==> src/rtl/halting_tag_array_pkg.sv <==
// Shared constants, FSM state type and tag-splitting helper for the
// way-halting tag store.
package halting_tag_array_pkg;

  localparam int DEF_SETS   = 16;
  localparam int DEF_WAYS   = 4;
  localparam int DEF_HALT_W = 4;
  localparam int DEF_MAIN_W = 20;

  // Widest tag the split helper handles; HALT_W+MAIN_W must not exceed it.
  localparam int TAG_MAX_W  = 64;

  typedef enum logic [0:0] {
    ST_IDLE  = 1'b0,
    ST_FLUSH = 1'b1
  } state_e;

  typedef enum logic [0:0] {
    FIELD_HALT = 1'b0,
    FIELD_MAIN = 1'b1
  } tag_field_e;

  // Splits a zero-extended tag into its halt field (low halt_w bits) or its
  // main field (everything above). Callers truncate to the real field width.
  function automatic logic [TAG_MAX_W-1:0] split_tag(
    input logic [TAG_MAX_W-1:0] tag,
    input int unsigned          halt_w,
    input tag_field_e           field
  );
    logic [TAG_MAX_W-1:0] halt_mask;
    halt_mask = (TAG_MAX_W'(1) << halt_w) - TAG_MAX_W'(1);
    if (field == FIELD_MAIN) begin
      return tag >> halt_w;
    end
    return tag & halt_mask;
  endfunction

endpackage

==> src/rtl/halting_tag_array_tag_way_entry.sv <==
// One tag-store entry: valid/halt/main storage plus its own halt and main
// comparators. The select inputs gate each comparator so only the addressed
// row (and, for main, only halt-passing ways) produces a match.
module tag_way_entry #(
  parameter int HALT_W = 4,
  parameter int MAIN_W = 20
) (
  input  logic              clk,
  input  logic              reset,
  input  logic              wr_en,
  input  logic              clr,
  input  logic [HALT_W-1:0] wr_halt,
  input  logic [MAIN_W-1:0] wr_main,
  input  logic              halt_sel,
  input  logic [HALT_W-1:0] halt_key,
  input  logic              main_sel,
  input  logic [MAIN_W-1:0] main_key,
  output logic              valid_o,
  output logic              halt_hit_o,
  output logic              main_hit_o
);

  logic              valid_q, valid_d;
  logic [HALT_W-1:0] halt_q, halt_d;
  logic [MAIN_W-1:0] main_q, main_d;

  // Next-state: clear wins over write (they never coincide in practice).
  always_comb begin
    valid_d = valid_q;
    halt_d  = halt_q;
    main_d  = main_q;
    if (clr) begin
      valid_d = 1'b0;
    end else if (wr_en) begin
      valid_d = 1'b1;
      halt_d  = wr_halt;
      main_d  = wr_main;
    end
  end

  // Valid bit is the only resettable state in the entry.
  always_ff @(posedge clk) begin
    if (!reset) begin
      valid_q <= 1'b0;
    end else begin
      valid_q <= valid_d;
    end
  end

  // Tag bits carry no reset; they are meaningless while valid is low.
  always_ff @(posedge clk) begin
    halt_q <= halt_d;
    main_q <= main_d;
  end

  assign valid_o    = valid_q;
  assign halt_hit_o = halt_sel & valid_q & (halt_q == halt_key);
  assign main_hit_o = main_sel & (main_q == main_key);

endmodule

==> src/rtl/halting_tag_array.sv <==
// Set-associative tag store with way-halting lookup: a cheap halt-tag compare
// in the accept cycle filters which ways get the full main-tag compare one
// cycle later. Also handles fills, per-set round-robin victims and a
// set-by-set flush sequencer.
module halting_tag_array
  import halting_tag_array_pkg::*;
#(
  parameter  int SETS   = DEF_SETS,
  parameter  int WAYS   = DEF_WAYS,
  parameter  int HALT_W = DEF_HALT_W,
  parameter  int MAIN_W = DEF_MAIN_W,
  localparam int IDX_W  = $clog2(SETS),
  localparam int WAY_W  = $clog2(WAYS),
  localparam int TAG_W  = HALT_W + MAIN_W
) (
  input  logic             clk,
  input  logic             reset,
  input  logic             lk_valid,
  output logic             lk_ready,
  input  logic [IDX_W-1:0] lk_index,
  input  logic [TAG_W-1:0] lk_tag,
  output logic             rsp_valid,
  output logic             rsp_hit,
  output logic [WAY_W-1:0] rsp_way,
  output logic [WAYS-1:0]  rsp_onehot,
  output logic [WAYS-1:0]  rsp_halt_mask,
  output logic [WAY_W-1:0] rsp_victim,
  input  logic             fill_valid,
  input  logic [IDX_W-1:0] fill_index,
  input  logic [WAY_W-1:0] fill_way,
  input  logic [TAG_W-1:0] fill_tag,
  input  logic             flush_req,
  output logic             busy
);

  state_e           state_q, state_d;
  logic [IDX_W-1:0] flush_cnt_q, flush_cnt_d;
  logic             flush_active;

  logic [WAY_W-1:0] ptr_q [SETS];
  logic [WAY_W-1:0] ptr_d [SETS];

  logic             s1_valid_q, s1_valid_d;
  logic [IDX_W-1:0] s1_idx_q, s1_idx_d;
  logic [MAIN_W-1:0] s1_main_q, s1_main_d;
  logic [WAYS-1:0]  s1_mask_q, s1_mask_d;

  logic             rsp_valid_q, rsp_valid_d;
  logic             rsp_hit_q, rsp_hit_d;
  logic [WAY_W-1:0] rsp_way_q, rsp_way_d;
  logic [WAYS-1:0]  rsp_onehot_q, rsp_onehot_d;
  logic [WAYS-1:0]  rsp_halt_mask_q, rsp_halt_mask_d;
  logic [WAY_W-1:0] rsp_victim_q, rsp_victim_d;

  logic [HALT_W-1:0] lk_halt, fill_halt;
  logic [MAIN_W-1:0] lk_main, fill_main;
  logic              lk_fire, fill_we;

  logic [WAYS-1:0] ent_valid    [SETS];
  logic [WAYS-1:0] ent_halt_hit [SETS];
  logic [WAYS-1:0] ent_main_hit [SETS];
  logic [WAYS-1:0] halt_mask, main_match, s1_set_valid;

  logic             hit_found, inv_found;
  logic [WAY_W-1:0] victim_sel;

  assign lk_halt   = HALT_W'(split_tag(TAG_MAX_W'(lk_tag), HALT_W, FIELD_HALT));
  assign lk_main   = MAIN_W'(split_tag(TAG_MAX_W'(lk_tag), HALT_W, FIELD_MAIN));
  assign fill_halt = HALT_W'(split_tag(TAG_MAX_W'(fill_tag), HALT_W, FIELD_HALT));
  assign fill_main = MAIN_W'(split_tag(TAG_MAX_W'(fill_tag), HALT_W, FIELD_MAIN));

  // A flush request takes priority over a lookup presented in the same cycle.
  assign lk_ready = (state_q == ST_IDLE) & ~flush_req;
  assign lk_fire  = lk_valid & lk_ready;
  assign fill_we  = fill_valid & (state_q == ST_IDLE);
  assign busy     = (state_q == ST_FLUSH);

  // Entry array: one storage/compare cell per (set, way).
  for (genvar gi = 0; gi < SETS; gi++) begin : g_set
    for (genvar gj = 0; gj < WAYS; gj++) begin : g_way
      tag_way_entry #(
        .HALT_W (HALT_W),
        .MAIN_W (MAIN_W)
      ) u_entry (
        .clk        (clk),
        .reset      (reset),
        .wr_en      (fill_we && (fill_index == IDX_W'(gi)) && (fill_way == WAY_W'(gj))),
        .clr        (flush_active && (flush_cnt_q == IDX_W'(gi))),
        .wr_halt    (fill_halt),
        .wr_main    (fill_main),
        .halt_sel   (lk_fire && (lk_index == IDX_W'(gi))),
        .halt_key   (lk_halt),
        .main_sel   (s1_valid_q && (s1_idx_q == IDX_W'(gi)) && s1_mask_q[gj]),
        .main_key   (s1_main_q),
        .valid_o    (ent_valid[gi][gj]),
        .halt_hit_o (ent_halt_hit[gi][gj]),
        .main_hit_o (ent_main_hit[gi][gj])
      );
    end
  end

  // Collapse per-set compare results; only the selected row can be nonzero.
  always_comb begin
    halt_mask  = '0;
    main_match = '0;
    for (int s = 0; s < SETS; s++) begin
      halt_mask  = halt_mask  | ent_halt_hit[s];
      main_match = main_match | ent_main_hit[s];
    end
  end

  assign s1_set_valid = ent_valid[s1_idx_q];

  // Flush sequencer: walk every set once, one set per cycle.
  always_comb begin
    state_d      = state_q;
    flush_cnt_d  = flush_cnt_q;
    flush_active = 1'b0;
    case (state_q)
      ST_IDLE: begin
        if (flush_req) begin
          state_d     = ST_FLUSH;
          flush_cnt_d = '0;
        end
      end
      ST_FLUSH: begin
        flush_active = 1'b1;
        flush_cnt_d  = flush_cnt_q + IDX_W'(1);
        if (flush_cnt_q == IDX_W'(SETS - 1)) begin
          state_d = ST_IDLE;
        end
      end
      default: state_d = ST_IDLE;
    endcase
  end

  // Round-robin pointer advances on every accepted fill of its set.
  always_comb begin
    ptr_d = ptr_q;
    if (fill_we) begin
      ptr_d[fill_index] = ptr_q[fill_index] + WAY_W'(1);
    end
  end

  // Accept stage: capture halt compare results and what the main compare needs.
  always_comb begin
    s1_valid_d = lk_fire;
    s1_idx_d   = lk_index;
    s1_main_d  = lk_main;
    s1_mask_d  = halt_mask;
  end

  // Compare stage: hit/way priority encode and victim choice.
  always_comb begin
    rsp_valid_d     = s1_valid_q;
    rsp_hit_d       = 1'b0;
    rsp_way_d       = '0;
    rsp_onehot_d    = '0;
    rsp_halt_mask_d = '0;
    rsp_victim_d    = '0;
    hit_found       = 1'b0;
    inv_found       = 1'b0;
    victim_sel      = ptr_q[s1_idx_q];
    for (int w = 0; w < WAYS; w++) begin
      if (!inv_found && !s1_set_valid[w]) begin
        victim_sel = WAY_W'(w);
        inv_found  = 1'b1;
      end
    end
    if (s1_valid_q) begin
      rsp_hit_d       = |main_match;
      rsp_onehot_d    = main_match;
      rsp_halt_mask_d = s1_mask_q;
      rsp_victim_d    = victim_sel;
      for (int w = 0; w < WAYS; w++) begin
        if (!hit_found && main_match[w]) begin
          rsp_way_d = WAY_W'(w);
          hit_found = 1'b1;
        end
      end
    end
  end

  // Control, pointer and pipeline registers.
  always_ff @(posedge clk) begin
    if (!reset) begin
      state_q         <= ST_IDLE;
      flush_cnt_q     <= '0;
      s1_valid_q      <= 1'b0;
      s1_idx_q        <= '0;
      s1_main_q       <= '0;
      s1_mask_q       <= '0;
      rsp_valid_q     <= 1'b0;
      rsp_hit_q       <= 1'b0;
      rsp_way_q       <= '0;
      rsp_onehot_q    <= '0;
      rsp_halt_mask_q <= '0;
      rsp_victim_q    <= '0;
      for (int s = 0; s < SETS; s++) begin
        ptr_q[s] <= '0;
      end
    end else begin
      state_q         <= state_d;
      flush_cnt_q     <= flush_cnt_d;
      s1_valid_q      <= s1_valid_d;
      s1_idx_q        <= s1_idx_d;
      s1_main_q       <= s1_main_d;
      s1_mask_q       <= s1_mask_d;
      rsp_valid_q     <= rsp_valid_d;
      rsp_hit_q       <= rsp_hit_d;
      rsp_way_q       <= rsp_way_d;
      rsp_onehot_q    <= rsp_onehot_d;
      rsp_halt_mask_q <= rsp_halt_mask_d;
      rsp_victim_q    <= rsp_victim_d;
      for (int s = 0; s < SETS; s++) begin
        ptr_q[s] <= ptr_d[s];
      end
    end
  end

  assign rsp_valid     = rsp_valid_q;
  assign rsp_hit       = rsp_hit_q;
  assign rsp_way       = rsp_way_q;
  assign rsp_onehot    = rsp_onehot_q;
  assign rsp_halt_mask = rsp_halt_mask_q;
  assign rsp_victim    = rsp_victim_q;

endmodule

==> config.mk <==
export PLATFORM = sky130hd
export DESIGN_NAME = halting_tag_array
export DESIGN_NICKNAME = d
export VERILOG_FILES = /design/src/rtl/halting_tag_array_pkg.sv /design/src/rtl/halting_tag_array_tag_way_entry.sv /design/src/rtl/halting_tag_array.sv
export SDC_FILE = /design/constraint.sdc
export NUM_CORES = 2
export LEC_CHECK = 0
export CORE_UTILIZATION = 45
export DETAILED_ROUTE_END_ITERATION = 10
export GPL_ROUTABILITY_DRIVEN = 0
export SETUP_SLACK_MARGIN = 0.5
export SLEW_MARGIN = 20
export SYNTH_ARGS = -nofsm -noshare
export SYNTH_HDL_FRONTEND = slang
export SYNTH_HIERARCHICAL = 1
export SYNTH_SLANG_ARGS = --single-unit
==> constraint.sdc <==
create_clock -name clk -period 3.45 [get_ports clk]
set_clock_uncertainty 0.15 [all_clocks]
set_input_delay 0.345 -clock clk [delete_from_list [all_inputs] [get_ports clk]]
set_output_delay 0.345 -clock clk [all_outputs]
set_load 0.01 [all_outputs]
==> metrics.md <==
| Metric | Value |
|---|---|
| RSZ-0062 raised after global routing | `yes` |
| Share of cells above drive strength 1 | `16.03%` |
| Total I/O pin count | `79` |
| Clock slew at reported path FFs | `0.06 ns` |
| Synthesized area per cell | `15.78 um2` |
| DPL Wire Length | `132.4 mm` |
| EDFF count, synth | `1,536` |
| Int Pwr | `33.74 mW` |
| Largest net degree at the start of global routing | `84` |
| R2R Setup Slk | `0.54 ns` |
| Placed inst area | `0.07782 mm2` |
| Leakage | `27.18 nW` |
| Routed length per instance | `29.05 um` |
| Seq/Total Area, Yosys | `69.24%` |
| Max Cap Viol | `0` |
| Synthesized area | `0.07078 mm2` |
| Clk_lat worst skew | `0.80 ns` |
| Final std cells w/o fill | `7,297` |
| Most common flop cell mapped by yosys | `edfxtp_1` |
| Net switching power | `9.752 mW` |
| Max stage delay on crit path | `0.59 ns` |
| FF-to-FF path depth | `6` |
| Cell Chain, Critical Path | `buf_4 -> buf_4 -> mux4_2 -> a22o_1 -> a221oi_1 -> o311a_1` |
| Post-synth ARST share | `0%` |
| Die Span X | `398.6 um` |
| First-pass GRT wire length | `299.2 mm` |
| Sw Share | `22.42%` |
| Worst Hold Class | `in2reg` |
| Worst-path maximum fanout | `10` |
| R2r startpoint | `s1_idx_q[0]` |
| Status | `completed` |
| Final number of hold-violating endpoints | `0` |
| CTS root buffer | `clkbuf_16` |
| Most frequent cell after synthesis | `edfxtp_1` |
| Clock H-tree levels | `4` |
| Logic pwr share | `6.3%` |
| Worst min-delay path startpoint | `fill_tag[16]` |
| Slew HR | `24.64%` |
| Final nets | `5,155` |
| Pins Over Slew Limit | `0` |
| Vias per cell | `5.562` |
| Vias | `40,583` |
| Clk sinks | `1,680` |
| Initial antenna violation count | `15` |
| Clk pwr share | `42.2%` |
| Final Cycle Share | `84.41%` |
| Worst Hold End | `g_set[15].g_way[0].u_entry/main_q[12]` |
| Critical Path End Type | `flip-flop` |
| Maximum clock path buffer count | `3` |
| Worst VDD drop | `0.5574 mV` |
| Fmax | `343.4 MHz` |
| Post-route ant nets | `0` |
| Largest area contributor in the synthesized netlist | `edfxtp_1` |
| Crit path top cell by count | `buf_4` |
| Area delta synth->final | `19.26%` |
| Core area | `0.1562 mm2` |
| DRC viols | `0` |
| Total global routing overflow | `0` |
| DR pass1 iterations | `5` |
| Dpl cells | `6,897` |
| WP data required | `3.96 ns` |
| Yosys Warn Count | `6` |
| Top cells by count, synth | `edfxtp_1 (1,536), xnor2_1 (834), xor2_1 (704), nor4_1 (224), nand4_1 (196)` |
| Reg-to-reg endpoint | `rsp_victim[1]` |
| Mapped Cells | `4,486` |
| Starting Density | `45.31%` |
| WP buf/inv | `2` |
| Worst-Margin Slew | `1.130 ns` |
| GR Util All Layers | `26.81%` |
| # port buffers | `78` |
| Sequential share of power | `51.4%` |
| Ranking of synthesized cells by area | `edfxtp_1 (65%), xnor2_1 (10%), xor2_1 (8.7%), dfxtp_1 (4.1%), nor4_1 (2.0%)` |
| Rows | `145` |
| Share of the synthesized area in the top cell type | `65.17%` |
| CP startpoint kind | `flip-flop` |
| CTS tree | `yes` |
| WP data arrival | `3.42 ns` |
| Worst hold stages | `1` |
| Crit path kind | `reg2reg` |
| Num CTS Buffers | `177` |
| WL final | `212.0 mm` |
| Die footprint | `0.1589 mm2` |
| Final setup viols | `0` |
| Die Ht | `398.6 um` |
| Post-Syn Nets | `4,553` |
| Initial DRC Count | `3,885` |
| Fin crit period | `2.912 ns` |
| Power per cell area | `515.2 mW/mm2` |
| Slowest cell on crit path | `mux4_2` |
| Final cell area excluding filler cells | `0.08441 mm2` |
| Synth cell types | `48` |
| Vias in the first global route | `40,163` |
| #FFs+latches synth | `1,680` |
| CP top delay family | `compound AO/OA/AOI/OAI gates` |
-- worst reg2reg max path: cells and delay by family, from the launching register on --
family | cells | cell delay, ns
AO/OA/AOI/OAI | 3 | 1.08
multiplexers | 1 | 0.61
buffers and inverters | 2 | 0.53
flip-flops | 1 | 0.41
-- logic make-up (layout without fill, tap and decap cells) --
group | count (synthesis) | in the layout | share of synthesized area (%)
AOI/OAI and AO/OA | 45 | 45 | 0.5409
xor gates and xnor gates | 1539 | 1539 | 19.05
adders and majority gates | 4 | 4 | 0.07071
buffers and inverters | 43 | 792 | 0.2369
DFF | 1680 | 1680 | 69.24
muxes | 49 | 49 | 1.278
other | 0 | 4 | 0
and+or+nand+nor | 1126 | 1126 | 9.578
-- sequential cells by signal (all words and copies together), names as in the netlist, 20 cells and up --
name	count
g_set.g_way.u_entry/main_q	1280
g_set.g_way.u_entry/halt_q	256
g_set.g_way.u_entry/valid_o	64
ptr_q	32
s1_main_q	20
-- through the flow --
step	worst slack (ns)	setup TNS (ns)	utilization [%]	hold WS [ns]	total power [mW]
5_1_grt	0.4885	0	54.03	0.01279	44.67
3_5_place_dp	-0.04715	-0.06681	49.82	0.3269	25.44
6_report	0.5380	0	54.04	0.03262	43.49
3_3_place_gp	-0.4419	-1.197	49.80	0.3136	25.42
2_1_floorplan	0.3624	0	-	0.2939	23.95
4_1_cts	0.5062	0	53.79	0.003670	43.75
-- what timing repair did --
item,4_1_cts,5_1_grt
hold endpoints to repair,354,0
hold buffers,34,0
cloned,0,2
pin swaps,1,8
gates resized for setup,17,26
setup buffers,17,17
endpoints found under the setup margin,7,5
-- cells in the final DEF (no fill, tap or decap), types with 34 or more instances in the layout --
cell type,n
nand4_1,196
clkdlybuf4s50_1,49
dlygate4sd3_1,34
buf_4,254
and2_1,92
xnor2_1,834
nor3b_1,65
nor2b_2,64
nor4_2,71
nand3_1,146
clkbuf_1,56
clkbuf_16,183
clkinv_1,40
nor4_1,209
xor2_1,701
buf_12,116
nor2_1,189
edfxtp_1,1536
dfxtp_1,117
-- per-layer routing --
layer / part of all wire, % / vias up / track usage (%)
met1: 42 / 21043 / 36.81
met5: 0.013 / - / 0
met2: 48 / 1397 / 44.41
met4: 2.6 / 4 / 7.184
li1: - / 17852 / -
met3: 6.5 / 287 / 4.086
-- worst max-delay path by stage --
stage | start | endpoint | cells after the start
5_1_grt | s1_idx_q[1] | rsp_hit | 13
6_report | s1_idx_q[0] | rsp_victim[1] | 6
2_1_floorplan | fill_index[1] | g_set[9].g_way[3].u_entry/halt_q[0] | 5
3_3_place_gp | flush_req | s1_mask_q[3] | 11
3_5_place_dp | s1_main_q[12] | rsp_way[0] | 10
4_1_cts | s1_main_q[14] | rsp_way[0] | 11
-- cell type report --
class                           count  area, um2
Clock inverter                     82      693.2
Inverter                            6      22.52
Sequential cell                  1680      49090
Clock buffer                      244       4836
Timing Repair Buffer              460       5180
Tap cell                         2058       2575
Multi-Input combinational cell   2763      22000
Antenna cell                        4      10.01
Fill cell                       12574      71800
-- power groups by stage --
stage | clock network [mW] | logic (mW) | registers (mW)
after floorplan | 0 | 0.930 | 23.0
after global placement | 0 | 2.59 | 22.8
after detailed placement | 0 | 2.61 | 22.8
after CTS | 18.7 | 2.72 | 22.4
after global routing | 19.4 | 2.90 | 22.4
final | 18.4 | 2.75 | 22.4
No activity file was read; power rests on OpenSTA's default activity.
